--- src/rtl/fp32_mac_pkg.sv ---
// Shared types and constants for the FP32 dot-product sequencer.
// Holds the sequencer state enum, the FP32 zero word and the default MAC latency.
package fp32_mac_pkg;

  typedef enum logic [2:0] {
    IDLE,
    CLEAR,
    ISSUE,
    WAIT,
    DONE
  } dot_state_e;

  localparam logic [31:0] FP32_ZERO = 32'h0000_0000;
  localparam int FP32_MAC_LAT = 5;

endpackage

--- src/rtl/fp32_dot_seq_if.sv ---
// Operand-stream and result handshake bundle of the dot-product sequencer.
// master: operand feeder / result consumer; slave: the sequencer.
interface fp32_dot_seq_if;

  logic        op_valid;
  logic        op_ready;
  logic [31:0] op_a;
  logic [31:0] op_b;
  logic        res_valid;
  logic        res_ready;
  logic [31:0] res_y;

  modport master (
    output op_valid, op_a, op_b, res_ready,
    input  op_ready, res_valid, res_y
  );

  modport slave (
    input  op_valid, op_a, op_b, res_ready,
    output op_ready, res_valid, res_y
  );

endinterface

--- src/rtl/fp32_dot_seq.sv ---
// Dot-product sequencer driving an accumulate-mode fp32_mac, one op in flight.
// Ports: clk, rst_n (sync, active-low), start/len job request, bus (operand
// and result handshakes), mac_* to/from the MAC, busy, err (sticky timeout).
// Optional watchdog: define FP32_DOT_SEQ_TIMEOUT_EN.
module fp32_dot_seq
  import fp32_mac_pkg::*;
#(
  parameter int MAC_LAT = FP32_MAC_LAT,
  parameter int LEN_W   = 8,
  parameter int TO_CYC  = 16
) (
  input  logic             clk,
  input  logic             rst_n,
  input  logic             start,
  input  logic [LEN_W-1:0] len,
  fp32_dot_seq_if.slave    bus,
  output logic             mac_valid_in,
  output logic [31:0]      mac_a,
  output logic [31:0]      mac_b,
  output logic [31:0]      mac_c,
  output logic             mac_use_acc,
  output logic             mac_clr_acc,
  input  logic             mac_valid_out,
  input  logic [31:0]      mac_y,
  output logic             busy,
  output logic             err
);

  if (MAC_LAT < 1 || TO_CYC < 1 || LEN_W < 1) begin : g_bad_cfg
    $error("fp32_dot_seq: invalid parameters");
  end

  dot_state_e       state;
  logic [LEN_W-1:0] len_q;
  logic [LEN_W-1:0] cnt;
  logic [LEN_W-1:0] cnt_nxt;
  logic             op_ready_q;
  logic             res_valid_q;
  logic [31:0]      res_y_q;
  logic             use_acc_q;
  logic             clr_q;
  logic             busy_q;

  assign cnt_nxt = cnt + LEN_W'(1);

`ifdef FP32_DOT_SEQ_TIMEOUT_EN
  // wd counts WAIT cycles including the current one
  localparam int WD_LIM = MAC_LAT + TO_CYC - 1;
  localparam int WD_W   = $clog2(WD_LIM + 1);

  logic [WD_W-1:0] wd;
  logic            err_q;

  assign err = err_q;
`else
  assign err = 1'b0;
`endif

  always_ff @(posedge clk) begin
    if (!rst_n) begin
      state       <= IDLE;
      len_q       <= '0;
      cnt         <= '0;
      op_ready_q  <= 1'b0;
      res_valid_q <= 1'b0;
      res_y_q     <= FP32_ZERO;
      use_acc_q   <= 1'b0;
      clr_q       <= 1'b0;
      busy_q      <= 1'b0;
`ifdef FP32_DOT_SEQ_TIMEOUT_EN
      wd          <= '0;
      err_q       <= 1'b0;
`endif
    end else begin
      clr_q <= 1'b0;
      unique case (state)
        IDLE: begin
          if (start) begin
            len_q   <= len;
            cnt     <= '0;
            res_y_q <= FP32_ZERO;
            clr_q   <= 1'b1;
            busy_q  <= 1'b1;
            state   <= CLEAR;
`ifdef FP32_DOT_SEQ_TIMEOUT_EN
            err_q   <= 1'b0;
`endif
          end
        end
        CLEAR: begin
          use_acc_q <= 1'b1;
          if (len_q == '0) begin
            res_valid_q <= 1'b1;
            state       <= DONE;
          end else begin
            op_ready_q <= 1'b1;
            state      <= ISSUE;
          end
        end
        ISSUE: begin
          if (bus.op_valid) begin
            op_ready_q <= 1'b0;
            state      <= WAIT;
`ifdef FP32_DOT_SEQ_TIMEOUT_EN
            wd         <= WD_W'(1);
`endif
          end
        end
        WAIT: begin
          if (mac_valid_out) begin
            res_y_q <= mac_y;
            cnt     <= cnt_nxt;
            if (cnt_nxt == len_q) begin
              res_valid_q <= 1'b1;
              state       <= DONE;
            end else begin
              op_ready_q <= 1'b1;
              state      <= ISSUE;
            end
          end
`ifdef FP32_DOT_SEQ_TIMEOUT_EN
          else if (wd == WD_W'(WD_LIM)) begin
            err_q       <= 1'b1;
            res_valid_q <= 1'b1;
            state       <= DONE;
          end else begin
            wd <= wd + WD_W'(1);
          end
`endif
        end
        DONE: begin
          if (bus.res_ready) begin
            res_valid_q <= 1'b0;
            use_acc_q   <= 1'b0;
            busy_q      <= 1'b0;
            state       <= IDLE;
          end
        end
        default: state <= IDLE;
      endcase
    end
  end

  // op_ready_q is high exactly while in ISSUE
  assign mac_valid_in  = op_ready_q & bus.op_valid;
  assign mac_a         = bus.op_a;
  assign mac_b         = bus.op_b;
  assign mac_c         = FP32_ZERO;
  assign mac_use_acc   = use_acc_q;
  assign mac_clr_acc   = clr_q;
  assign busy          = busy_q;
  assign bus.op_ready  = op_ready_q;
  assign bus.res_valid = res_valid_q;
  assign bus.res_y     = res_y_q;

endmodule
--- src/flat_wrapper.sv ---
// flat-port wrapper written by rule: the top's interface ports become plain ports
module fp32_dot_seq_flat import fp32_mac_pkg::*;
#(
  parameter int MAC_LAT = FP32_MAC_LAT,
  parameter int LEN_W   = 8,
  parameter int TO_CYC  = 16
)
  (clk, rst_n, start, len, mac_valid_in, mac_a, mac_b, mac_c, mac_use_acc, mac_clr_acc, mac_valid_out, mac_y, busy, err, bus_op_valid, bus_op_a, bus_op_b, bus_res_ready, bus_op_ready, bus_res_valid, bus_res_y);
  fp32_dot_seq_if bus_i ();
  input  logic clk;
  input  logic rst_n;
  input  logic start;
  input  logic [LEN_W-1:0] len;
  output logic mac_valid_in;
  output logic [31:0] mac_a;
  output logic [31:0] mac_b;
  output logic [31:0] mac_c;
  output logic mac_use_acc;
  output logic mac_clr_acc;
  input  logic mac_valid_out;
  input  logic [31:0] mac_y;
  output logic busy;
  output logic err;
  input wire logic [$bits(bus_i.op_valid)-1:0] bus_op_valid;
  input wire logic [$bits(bus_i.op_a)-1:0] bus_op_a;
  input wire logic [$bits(bus_i.op_b)-1:0] bus_op_b;
  input wire logic [$bits(bus_i.res_ready)-1:0] bus_res_ready;
  output wire logic [$bits(bus_i.op_ready)-1:0] bus_op_ready;
  output wire logic [$bits(bus_i.res_valid)-1:0] bus_res_valid;
  output wire logic [$bits(bus_i.res_y)-1:0] bus_res_y;
  assign bus_i.op_valid = bus_op_valid;
  assign bus_i.op_a = bus_op_a;
  assign bus_i.op_b = bus_op_b;
  assign bus_i.res_ready = bus_res_ready;
  assign bus_op_ready = bus_i.op_ready;
  assign bus_res_valid = bus_i.res_valid;
  assign bus_res_y = bus_i.res_y;
  fp32_dot_seq #(.MAC_LAT(MAC_LAT), .LEN_W(LEN_W), .TO_CYC(TO_CYC)) u_core (.clk(clk), .rst_n(rst_n), .start(start), .len(len), .bus(bus_i), .mac_valid_in(mac_valid_in), .mac_a(mac_a), .mac_b(mac_b), .mac_c(mac_c), .mac_use_acc(mac_use_acc), .mac_clr_acc(mac_clr_acc), .mac_valid_out(mac_valid_out), .mac_y(mac_y), .busy(busy), .err(err));
endmodule
--- config.mk ---
export PLATFORM = sky130hd
export DESIGN_NAME = fp32_dot_seq_flat
export DESIGN_NICKNAME = d
export VERILOG_FILES = /design/src/rtl/fp32_mac_pkg.sv /design/src/rtl/fp32_dot_seq_if.sv /design/src/rtl/fp32_dot_seq.sv /design/src/flat_wrapper.sv
export SDC_FILE = /design/constraint.sdc
export NUM_CORES = 1
export LEC_CHECK = 0
export ABC_AREA = 1
export BUFFER_PORTS_ARGS = -buffer_cell sky130_fd_sc_hd__buf_2
export CORE_MARGIN = 8
export CORE_UTILIZATION = 36
export DETAILED_ROUTE_END_ITERATION = 8
export PLACE_DENSITY_LB_ADDON = 0.15
export SYNTH_ARGS = -nofsm -noshare
export SYNTH_HDL_FRONTEND = slang
export SYNTH_SLANG_ARGS = --single-unit
--- constraint.sdc ---
create_clock -name clk -period 1.5 [get_ports clk]
set_input_delay 0.15 -clock clk [delete_from_list [all_inputs] [get_ports clk]]
set_output_delay 0.15 -clock clk [all_outputs]
set_load 0.02 [all_outputs]
After elaboration in Yosys (flattened, before gate mapping)
Cells that the tools add are included.
Operators by class
  reductions and logical operators: 15
  equality and inequality tests: 13
  muxes and demuxes: 27
  $add $sub $neg: 1
  multipliers: 0
  order comparisons: 0
  div/mod/pow operators: 0
  shift-type cells: 0
  bitwise operators: 1
Operator list (count)
  2-to-1 mux 32 bit: 2
  one-hot mux 32 bit (2 select lines): 1
  2-to-1 mux 3 bit: 6
  2-to-1 mux 8 bit: 2
  one-hot mux 8 bit (2 select lines): 1
  one-hot mux 3 bit (5 select lines): 1
  != test 2 bit (second input constant): 6
  2-to-1 mux 1 bit: 10
  AND reduction 5 bit: 2
  adder 8 x 1 -> 8 bit (second input constant): 1
  equality test 8 bit: 1
  logical NOT 8 bit: 1
  equality test 3 x 2 -> 1 bit (second input constant): 2
  one-hot mux 1 bit (3 select lines): 2
  AND reduction 2 bit: 3
  AND reduction 3 bit: 2
  nonzero test 2 bit: 3
  nonzero test 3 bit: 2
  != test 2 x 1 -> 1 bit (second input constant): 2
  one-hot mux 1 bit (2 select lines): 2
  AND reduction 4 bit: 1
  equality test 3 x 1 -> 1 bit (second input constant): 1
  equality test 3 bit (second input constant): 1
  logical NOT 3 bit: 1
  AND 1 bit: 1
Storage, ports and cells
  logic and storage cells: 66
  memories kept: 0
  bits in read-only memories: 0
  bits of input ports: 110
  bits in writable memories: 0
  bits in registers: 56
  latch bits: 0

Depth between registers and ports, before layout
Gate-level depths: netlist (run 1).
  word-level depth: 5
  gate-level depth with buffers: 14

Worst setup path after synthesis (run 1)
OpenSTA, ideal clock, no wires.
  path type: flip-flop to flip-flop
  start: register u_core.cnt[0]
  end: register u_core.op_ready_q (netlist: u_core.bus.op_ready)
  period minus slack after synthesis: 1.555 ns
  slack: -0.055 ns
  cell stages (with the launch flop): 15
  data arrival time: 1.445 ns
  required time: 1.390 ns
  buffers on the path: 0
  cells stage by stage: dfxtp_1 > ha_1 > nand2_2 > nor2_4 > nand2_1 > nand2_2 > nand2_1 > nand2_1 > nand2_1 > nor2_2 > nand4_2 > nand3_1 > nand2_1 > inv_1 > nor2_1
On the way
  word-level cells in the longest chain between the ends: 4
Ends and longest elaborated chain
  from (decl): line fp32_dot_seq.sv:35  | logic [LEN_W-1:0] cnt;
  from (signal assigned): line fp32_dot_seq.sv:112  | cnt <= cnt_nxt;
  adder 8 x 1 -> 8 bit: line fp32_dot_seq.sv:44  | assign cnt_nxt = cnt + LEN_W'(1);
  equality test 8 bit: line fp32_dot_seq.sv:113  | if (cnt_nxt == len_q) begin
  != test 2 bit (no line)
  AND reduction 5 bit (no line)
  to (signal assigned): line fp32_dot_seq.sv:64  | op_ready_q <= 1'b0;
  to (signal assigned): line fp32_dot_seq.sv:102  | op_ready_q <= 1'b0;
  to (signal assigned): line fp32_dot_seq.sv:117  | op_ready_q <= 1'b1;
  to (decl): line fp32_dot_seq.sv:37  | logic op_ready_q;
No other way between the ends.
A chain may end at the register's enable or synchronous reset.

Worst setup path in the final report (run 1)
Same ends and word-level chain as after synthesis.

==> results list, run 1 <==
- Of the total power, combinational logic draws 0.364.
- For this design the top-level I/O count stands at between 200 and 250.
* Share of layout cells above drive strength 1: 0.2842
- Power spread over the standard cell area amounts to about 1200 mW/mm^2.
- The initial antenna violation count was 0.
* Most common library cell in the layout ignoring fill and taps: nand2_1
* Unrepaired setup endpoints after global routing: true
- Num CTS Buffers: 5
- The area growth from synthesis to layout is 6.552%.
- Worst reg2reg path depth: 14
- Clock power share: 0.205
* Final critical-path share of the clock period: 1.069
* Violation count after the first detailed-route iteration: between 100 and 150
- Prior to clock tree synthesis, the placed netlist has a worst setup slack of -0.1090 ns.
- Insertion delay of the later-clocked pin in the worst-skew pair: roughly 0.31 ns
- In this run the clock root is driven by a clkbuf_8.
- Cell Int Power: 0.002543 W
- The tool flagged a number of max-cap violations equal to 0.
- Net switching power figure: around 0.0016 W
- The share of total power dissipated in sequential elements is 0.431.
- The first global-routing pass estimated 12.08 mm of wire.
* Net total in the final layout: a little under 600
- The die covers roughly 0.012 sq mm.
- Most frequent cells in the layout: 107 x nand2_1, 83 x buf_2, 53 x a21oi_1, 53 x dfxtp_1, 33 x conb_1
* Layout Skew: roughly 0.0080 ns
* Endpoints failing hold: 0
- The slowest stage of the critical path belongs to the cell dfxtp_4.
- Simple-gate share of the synthesized area: 0.2253
* Chip Height: about 110 um
* Number of global-route vias before repair: between 2,000 and 3,000
* Hold path start: mac_y[25]
- Via density per instance: approximately 4.5
* Hold Path Sink: u_core.bus.res_y[25]
- After clock tree synthesis, the clock-pin slew on the worst setup and hold paths is 0.11 ns.
* Max VDD drop: ~850 uV
- Dominant combinational cell family by area after synthesis: buffers and inverters
- The core region is ~0.0086 sq mm.
* Detailed-route wire length per cell: about 14 um
- The number of hold buffers added after CTS was 0.
* Compound-Gate Fraction of Synth Area: 0.1139
* Instance count after placement with tap cells included: ~570
- The repair_antennas step left the layout with diodes totalling 0.
- Startpoint kind of the worst setup timing path: register
- The analysis attributes to cell leakage a power of approximately 1.5 nW.
* Cell-by-cell listing of the critical path: ha_4, nand2_4, nor2_4, nand2_1, nand2_2, nand2_1, nand2_1, nand2_1, nor2_2, nand4_2, nand3_2, nand2_1, inv_1, nor2_1
* Post-detailed-routing wire length: 7.929 mm
- Post-synthesis sequential area ratio: 0.3580
* Reg-to-reg slack, setup: -0.10 ns
- Share of Yosys cell area claimed by the top area cell type: 0.3580
* Total congestion overflow: 0
- Failing checks: setup timing
* Pin count of the biggest net entering global routing: 27
- Of all cell types, the one taking the most synthesized area is dfxtp_1.
- Number of nets with antenna violations after routing: 0
- Largest incremental delay on the critical path: ~0.39 ns
- Synthesis handed over a netlist of 436 instances.
- The first detailed-routing pass ran for 4 iterations.
- Port buffer count: between 80 and 90
- The worst register-to-register path begins at u_core.cnt[0].
* Post-route minimum period: 1.604 ns
- Final worst setup slack: -0.1036 ns
* Required time at the endpoint of the critical path: about 1.7 ns
- Crit Reg-Reg Endpoint: u_core.bus.op_ready
- TritonCTS built the clock tree.
- Proportion of synthesized area in mux cells: 0
* Xor and xnor area share after synthesis: 0.005593
- CP Capture Type: register
- The initial utilization of the core area, before any placement, comes to 0.3644.
- Non-filler cells in the finished layout: around 580
* Pins over their slew limit: 0
- Total of warnings raised by yosys: 0
- After layout, the design draws a total of about 0.0042 W.
- After synthesis the netlist holds a flip-flop and latch count of 56.
* Outcome: finished, violations left
- Fmax: 0.6236 GHz
- Sw frac: 0.3901
- Max clock buf depth: 2
* Worst EP arrival: roughly 1.8 ns
- Adder-cell area share of the yosys netlist: 0.003995
- The floorplan has 34 rows.
* RD Place Congestion: 0.8488
- Synth cell types: 27
- Crit path max fanout: 5
- Setup violations remaining at the end of the flow were counted as 4.
- The most numerous cell type found on the critical path is nand2_1.
- The routed layout has about 2,600 vias.
* Biggest area contributors in the synthesized netlist: dfxtp_1 36%, buf_4 23%, nand2_1 13%, a21oi_1 8.5%, nand3_1 4.2%
- The worst setup path is of the reg2reg kind.
* Top delay family on crit path: simple AND/OR/NAND/NOR gates
- The clock tree synthesis step divided the H-tree into 2 levels.
* Total of fill cells in the finished design: about 960
* Horizontal die dimension: ~110 um
* Type of the tightest min-delay check: in2reg
- Count of clock tree sinks: 56
- Half-perimeter wire length of the detailed placement result: between 6 and 7 mm
* Number of cells traversed by the worst hold path: 3
- Dividing the synthesized area by the synthesized cell count gives 7.183 sq um.
* Bufs and invs on worst path: 1
- In the global route stage, overall resource usage came out at 0.1254.
- Number of remaining DRC errors: 0
* Post-synthesis cell area: around 0.0031 sq mm
## metrics by stage
| step | setup TNS (ns) | util | hold slack [ns] | instance area (sq um) |
|---|---|---|---|---|
| 4_1_cts | -0.2726 | 0.3835 | 0.06006 | 3296 |
| 3_5_place_dp | -0.2753 | 0.3723 | 0.3001 | 3199 |
| 3_3_place_gp | -0.06623 | 0.3723 | 0.3001 | 3199 |
| 2_1_floorplan | 0 | - | 0.2884 | 3272 |
| 6_report | -0.2858 | 0.3883 | 0.06919 | 3337 |
| 5_1_grt | -0.8032 | 0.3883 | 0.05139 | 3337 |
## layout make-up
| cell class | instances | area (sq um) | area share |
|---|---|---|---|
| clock buffers | 6 | 72.57 | 0.02175 |
| repair buffers | 103 | 605.6 | 0.1815 |
| flip-flops and latches | 56 | 1130 | 0.3386 |
| clock inverters | 2 | 13.76 | 0.004124 |
| inverters | 33 | 123.9 | 0.03712 |
| well taps | 108 | 135.1 | 0.04050 |
| multi-input cells | 268 | 1256 | 0.3765 |
## logic make-up (layout without fill, tap and decap cells)
logic type,Yosys count,count (layout)
flip-flops,56,56
AND/OR/NAND/NOR,164,164
AO/OA/AOI/OAI,68,68
other,1,33
buffers and inverters,144,144
adder cells (fa/ha/maj),1,1
XOR/XNOR,2,2
## timing repair
| action | CTS | global route |
|---|---|---|
| endpoints found under the setup margin | 4 | 40 |
| setup buffers | 0 | 1 |
| pin swaps | 0 | 3 |
| resized for setup | 3 | 11 |
| cloned | 0 | 0 |
## tightest hold or removal path, delay by kind of cell
kind / cells / cell delay (ns)
AO/OA/AOI/OAI: 1 / 0.05
buffers and inverters: 1 / 0.09
AND/OR/NAND/NOR: 1 / 0.05
## cell usage after synthesis
cell      instances
a21oi_1          53
a21oi_2           1
a31o_2            1
buf_2             5
buf_4            98
clkbuf_1          8
clkinv_1          1
conb_1            1
dfxtp_1          56
ha_1              1
inv_1            31
inv_2             1
nand2_1         110
nand2_2           3
nand3_1          26
nand4_1           3
nand4_2           1
nor2_1           12
nor2_2            2
nor2_4            3
nor3_1            3
nor4_1            1
o21ai_0          11
o21bai_1          1
o21bai_2          1
xnor2_1           1
xor2_1            1
## routing by layer
layer  track usage  part of all wire  wire (um)
met1        0.1426              0.40       3166
met2        0.2067              0.49       3880
met3       0.04610             0.083        657
met4       0.05497             0.028        224
met5             0                 0          0
## flip-flops by register name, indices dropped and copies added (netlist names)
signal,flops
u_core.len_q,8
u_core.mac_use_acc,1
u_core.bus.res_y,32
u_core.bus.res_valid,1
u_core.state,3
u_core.mac_clr_acc,1
u_core.cnt,8
u_core.bus.op_ready,1
u_core.busy,1
## how the worst max path moves through the flow
stage	slack, ns	from	to	cells past startpoint
2_1_floorplan	0.03	u_core.cnt[0]	u_core.bus.op_ready	14
3_3_place_gp	-0.04	u_core.cnt[0]	u_core.bus.op_ready	14
3_5_place_dp	-0.11	u_core.cnt[0]	u_core.bus.op_ready	14
4_1_cts	-0.09	u_core.cnt[0]	u_core.state[2]	13
5_1_grt	-0.25	u_core.cnt[0]	u_core.bus.op_ready	14
6_report	-0.10	u_core.cnt[0]	u_core.bus.op_ready	14
## power by group through the flow
stage / Clock [W] / Sequential, W / Combinational (W)
6_report: 0.000854 / 0.00180 / 0.00152
5_1_grt: 0.000953 / 0.00182 / 0.00169
4_1_cts: 0.000898 / 0.00180 / 0.00149
3_5_place_dp: 0 / 0.00183 / 0.00148
3_3_place_gp: 0 / 0.00183 / 0.00148
2_1_floorplan: 0 / 0.00192 / 0.00121
(Power assumes the default switching activity.)
==> run 2, diff against run 1 <==
REMOVE_ABC_BUFFERS = 1   (was not set)
==> results list, run 2 (synthesis results as in run 1) <==
* Power share of the sequential group: 0.432 (about the same)
* Cell Int Power: 0.002550 W (+0.30%)
- Largest incremental delay on the critical path: 0.38 ns (about the same)
- The switching part of the total power was 0.3907 (+0.0006168).
- Endpoints failing hold: 0 (unchanged)
* Most frequent cells in the layout: 106 x nand2_1, 83 x buf_2, 53 x a21oi_1, 52 x dfxtp_1, 33 x conb_1
- Max clock buf depth: 2 (unchanged)
- TritonCTS clock tree: done
- Crit path max fanout: 5 (unchanged)
- The final layout net count was 583 (+0.87%).
- Via density per instance: 4.730 (+5.5%)
- The hold-critical path depth was 3 (unchanged).
- Unrepaired setup endpoints after global routing: true
- CP Capture Type: register
- The number of antenna diodes was 0 (unchanged).
* Initial core utilization: 0.3644 (unchanged)
- Total congestion overflow: 0 (unchanged)
* Worst EP arrival: 1.87 ns (+0.05 ns)
- Pins over their slew limit: 0 (unchanged)
* Num CTS Buffers: 5 (unchanged)
- Insertion delay of the later-clocked pin in the worst-skew pair: 0.32 ns (about the same)
* Final-layout worst hold slack: 0.06323 ns (-0.005958 ns)
* Number of hold buffers added after cts: 0 (unchanged)
- The core outline area was 0.008593 sq mm (unchanged).
- Chip Height: 109.3 um (unchanged)
* Post-detailed-routing wire length: 12.70 mm (+60%)
- RD Place Congestion: 0.8298 (-2.2%)
* Detailed-route wire length per cell: 21.85 um (+59%)
- The end-of-flow core utilization was 0.3955 (+0.007134).
* Worst reg2reg path depth: 11 (-3)
- The max-capacitance violation count came to 0 (unchanged).
- Global-route wire length before repair: 17.86 mm (+48%)
- The achievable clock frequency was 0.6185 GHz (-0.83%).
- The number of flip-flops under the largest register name came to 32 (unchanged).
* Pwr/cell area: 1232 mW/mm^2 (-1.4%)
* Hold Path Sink: u_core.bus.res_y[6]
- The maximum number of pins on one net before global-route repair came to 32 (+19%).
* Reg-to-reg slack, setup: -0.12 ns (about the same)
- The total global routing track utilization came to 0.2062 (+0.08089).
* Count of clock tree sinks: 56 (unchanged)
* Detailed Routing Iterations Pass 1: 4 (unchanged)
- The total number of H-tree levels came to 2 (unchanged).
- Leaving out fill and tap cells, the most frequent cell in the layout is nand2_1.
* Row cnt: 34 (unchanged)
* Top delay family on crit path: simple AND/OR/NAND/NOR gates
* Required time at the endpoint of the critical path: 1.75 ns (+0.03 ns)
- Total via count in the routed design: 2,748 (+6.4%)
- The worst setup path is launched from a register.
* Syn-to-layout area delta: 8.510%
- Walking the worst path, the cells encountered are buf_6, nand2_2, nor2_4, nand3_2, nand3_1, nand2_1, nor2_2, nand4_2, nand2_1, nand2_1, a21oi_2.
- The flow ran to the end, but the final reports show violations.
* Final worst setup slack: -0.1169 ns (-0.01334 ns)
- The net switching power of the design is 0.001635 W (+0.57%).
- The initial antenna violation count is 0 (unchanged).
- Crit Reg-Reg Endpoint: u_core.state[2]
- The die boundary width came to 109.3 um (unchanged).
* Bufs and invs on worst path: 1 (unchanged)
* Number of nets with antenna violations after routing: 0 (unchanged)
- Violation count after the first detailed-route iteration: 118 (+4.4%)
- The share of layout cells above drive strength 1 was 0.3066 (+0.02237).
- The final reports fail on setup timing.
- The static leakage was 1.576 nW (+1.8%).
* Clock root buffer: clkbuf_8
- Hold path start: mac_y[6]
- RR Startpoint: u_core.cnt[1]
- Standard cell with the maximum stage delay on the critical path: dfxtp_2
- By instance count, the cell type seen most on the critical path is nand2_1.
- The worst vdd rail ir drop is 429.3 uV (-50%).
- The half-perimeter wire length after detailed placement is 10.26 mm (+65%).
- Final critical-path share of the clock period: 1.078 (+0.008895)
- Clock power share: 0.209 (+0.004)
* Comb power frac: 0.359 (-0.005)
- Clock transition at the register clock pins on the worst setup and hold paths after CTS: 0.12 ns (about the same)
* Top-Level Pins: 245 (unchanged)
- The final critical-path required period is 1.617 ns (+0.01334 ns).
- The path class of the tightest hold or removal check is in2reg.
* Die area: 0.01194 sq mm (unchanged)
- Number of global-route vias before repair: 2,721 (+6.4%)
- Final setup violation count: 4 (unchanged)
- The post-route clock skew came to 0.01742 ns (+0.009459 ns).
- Kind of critical path: reg2reg
* Port buffer count: 83 (unchanged)
* Number of remaining DRC errors: 0 (unchanged)
-- run 2: worst max path at each step --
stage	from	end	slack [ns]	cells past startpoint
finish	u_core.cnt[1]	u_core.state[2]	-0.12	11
global route	u_core.cnt[1]	u_core.state[2]	-0.27	11
CTS	u_core.cnt[0]	u_core.state[2]	-0.09	13
detailed placement	u_core.cnt[0]	u_core.bus.op_ready	-0.12	14
global placement	u_core.cnt[0]	u_core.bus.op_ready	-0.09	14
floorplan	u_core.state[0]	u_core.cnt[0]	-0.25	6
-- run 2: worst register-to-register path, delay by kind of cell (launching register included) --
family | cells | cell delay [ns]
buf+inv | 1 | 0.12
compound gates | 1 | 0.11
flops | 1 | 0.38
simple gates | 9 | 0.93
-- run 2: metrics by stage --
stage          setup WS (ns)  setup TNS, ns  cells  cell area, sq um  power (W)
6_report             -0.1169        -0.3433    581              3398   0.004186
5_1_grt              -0.2712         -1.238    581              3398   0.004495
4_1_cts             -0.09425        -0.2731    579              3337   0.004217
3_5_place_dp         -0.1224        -0.3657    570              3214   0.003319
3_3_place_gp        -0.08605        -0.2122    570              3214   0.003318
2_1_floorplan        -0.2453         -9.120    357              2461   0.002752
-- run 2: cell type report --
cell class	instances	area (sq um)
flip-flops and latches	56	1129
repair buffers	108	644.4
clock inverters	2	17.52
clock buffers	6	72.57
multi-input cells	268	1276
inverters	33	123.9
fillers	953	5195
well taps	108	135.1
-- run 2: repair_timing --
action | 4_1_cts | 5_1_grt
endpoints found under the setup margin | 4 | 44
pin swaps | 1 | 8
buffers inserted | 1 | 2
resized for setup | 6 | 15
-- run 2: metal layers --
layer	up-vias	GRT usage	part of all wire
li1	1323	-	-
met1	1192	0.2321	0.39
met2	212	0.2478	0.35
met3	15	0.2222	0.23
met4	6	0.03664	0.0095
met5	-	0.1176	0.013
-- run 2: power groups by stage --
stage	clock network, W	registers, W	logic, W
detailed placement	0	0.00183	0.00149
finish	0.000873	0.00181	0.00150
global route	0.000975	0.00183	0.00169
global placement	0	0.00183	0.00149
CTS	0.000909	0.00180	0.00151
floorplan	0	0.00192	0.000830
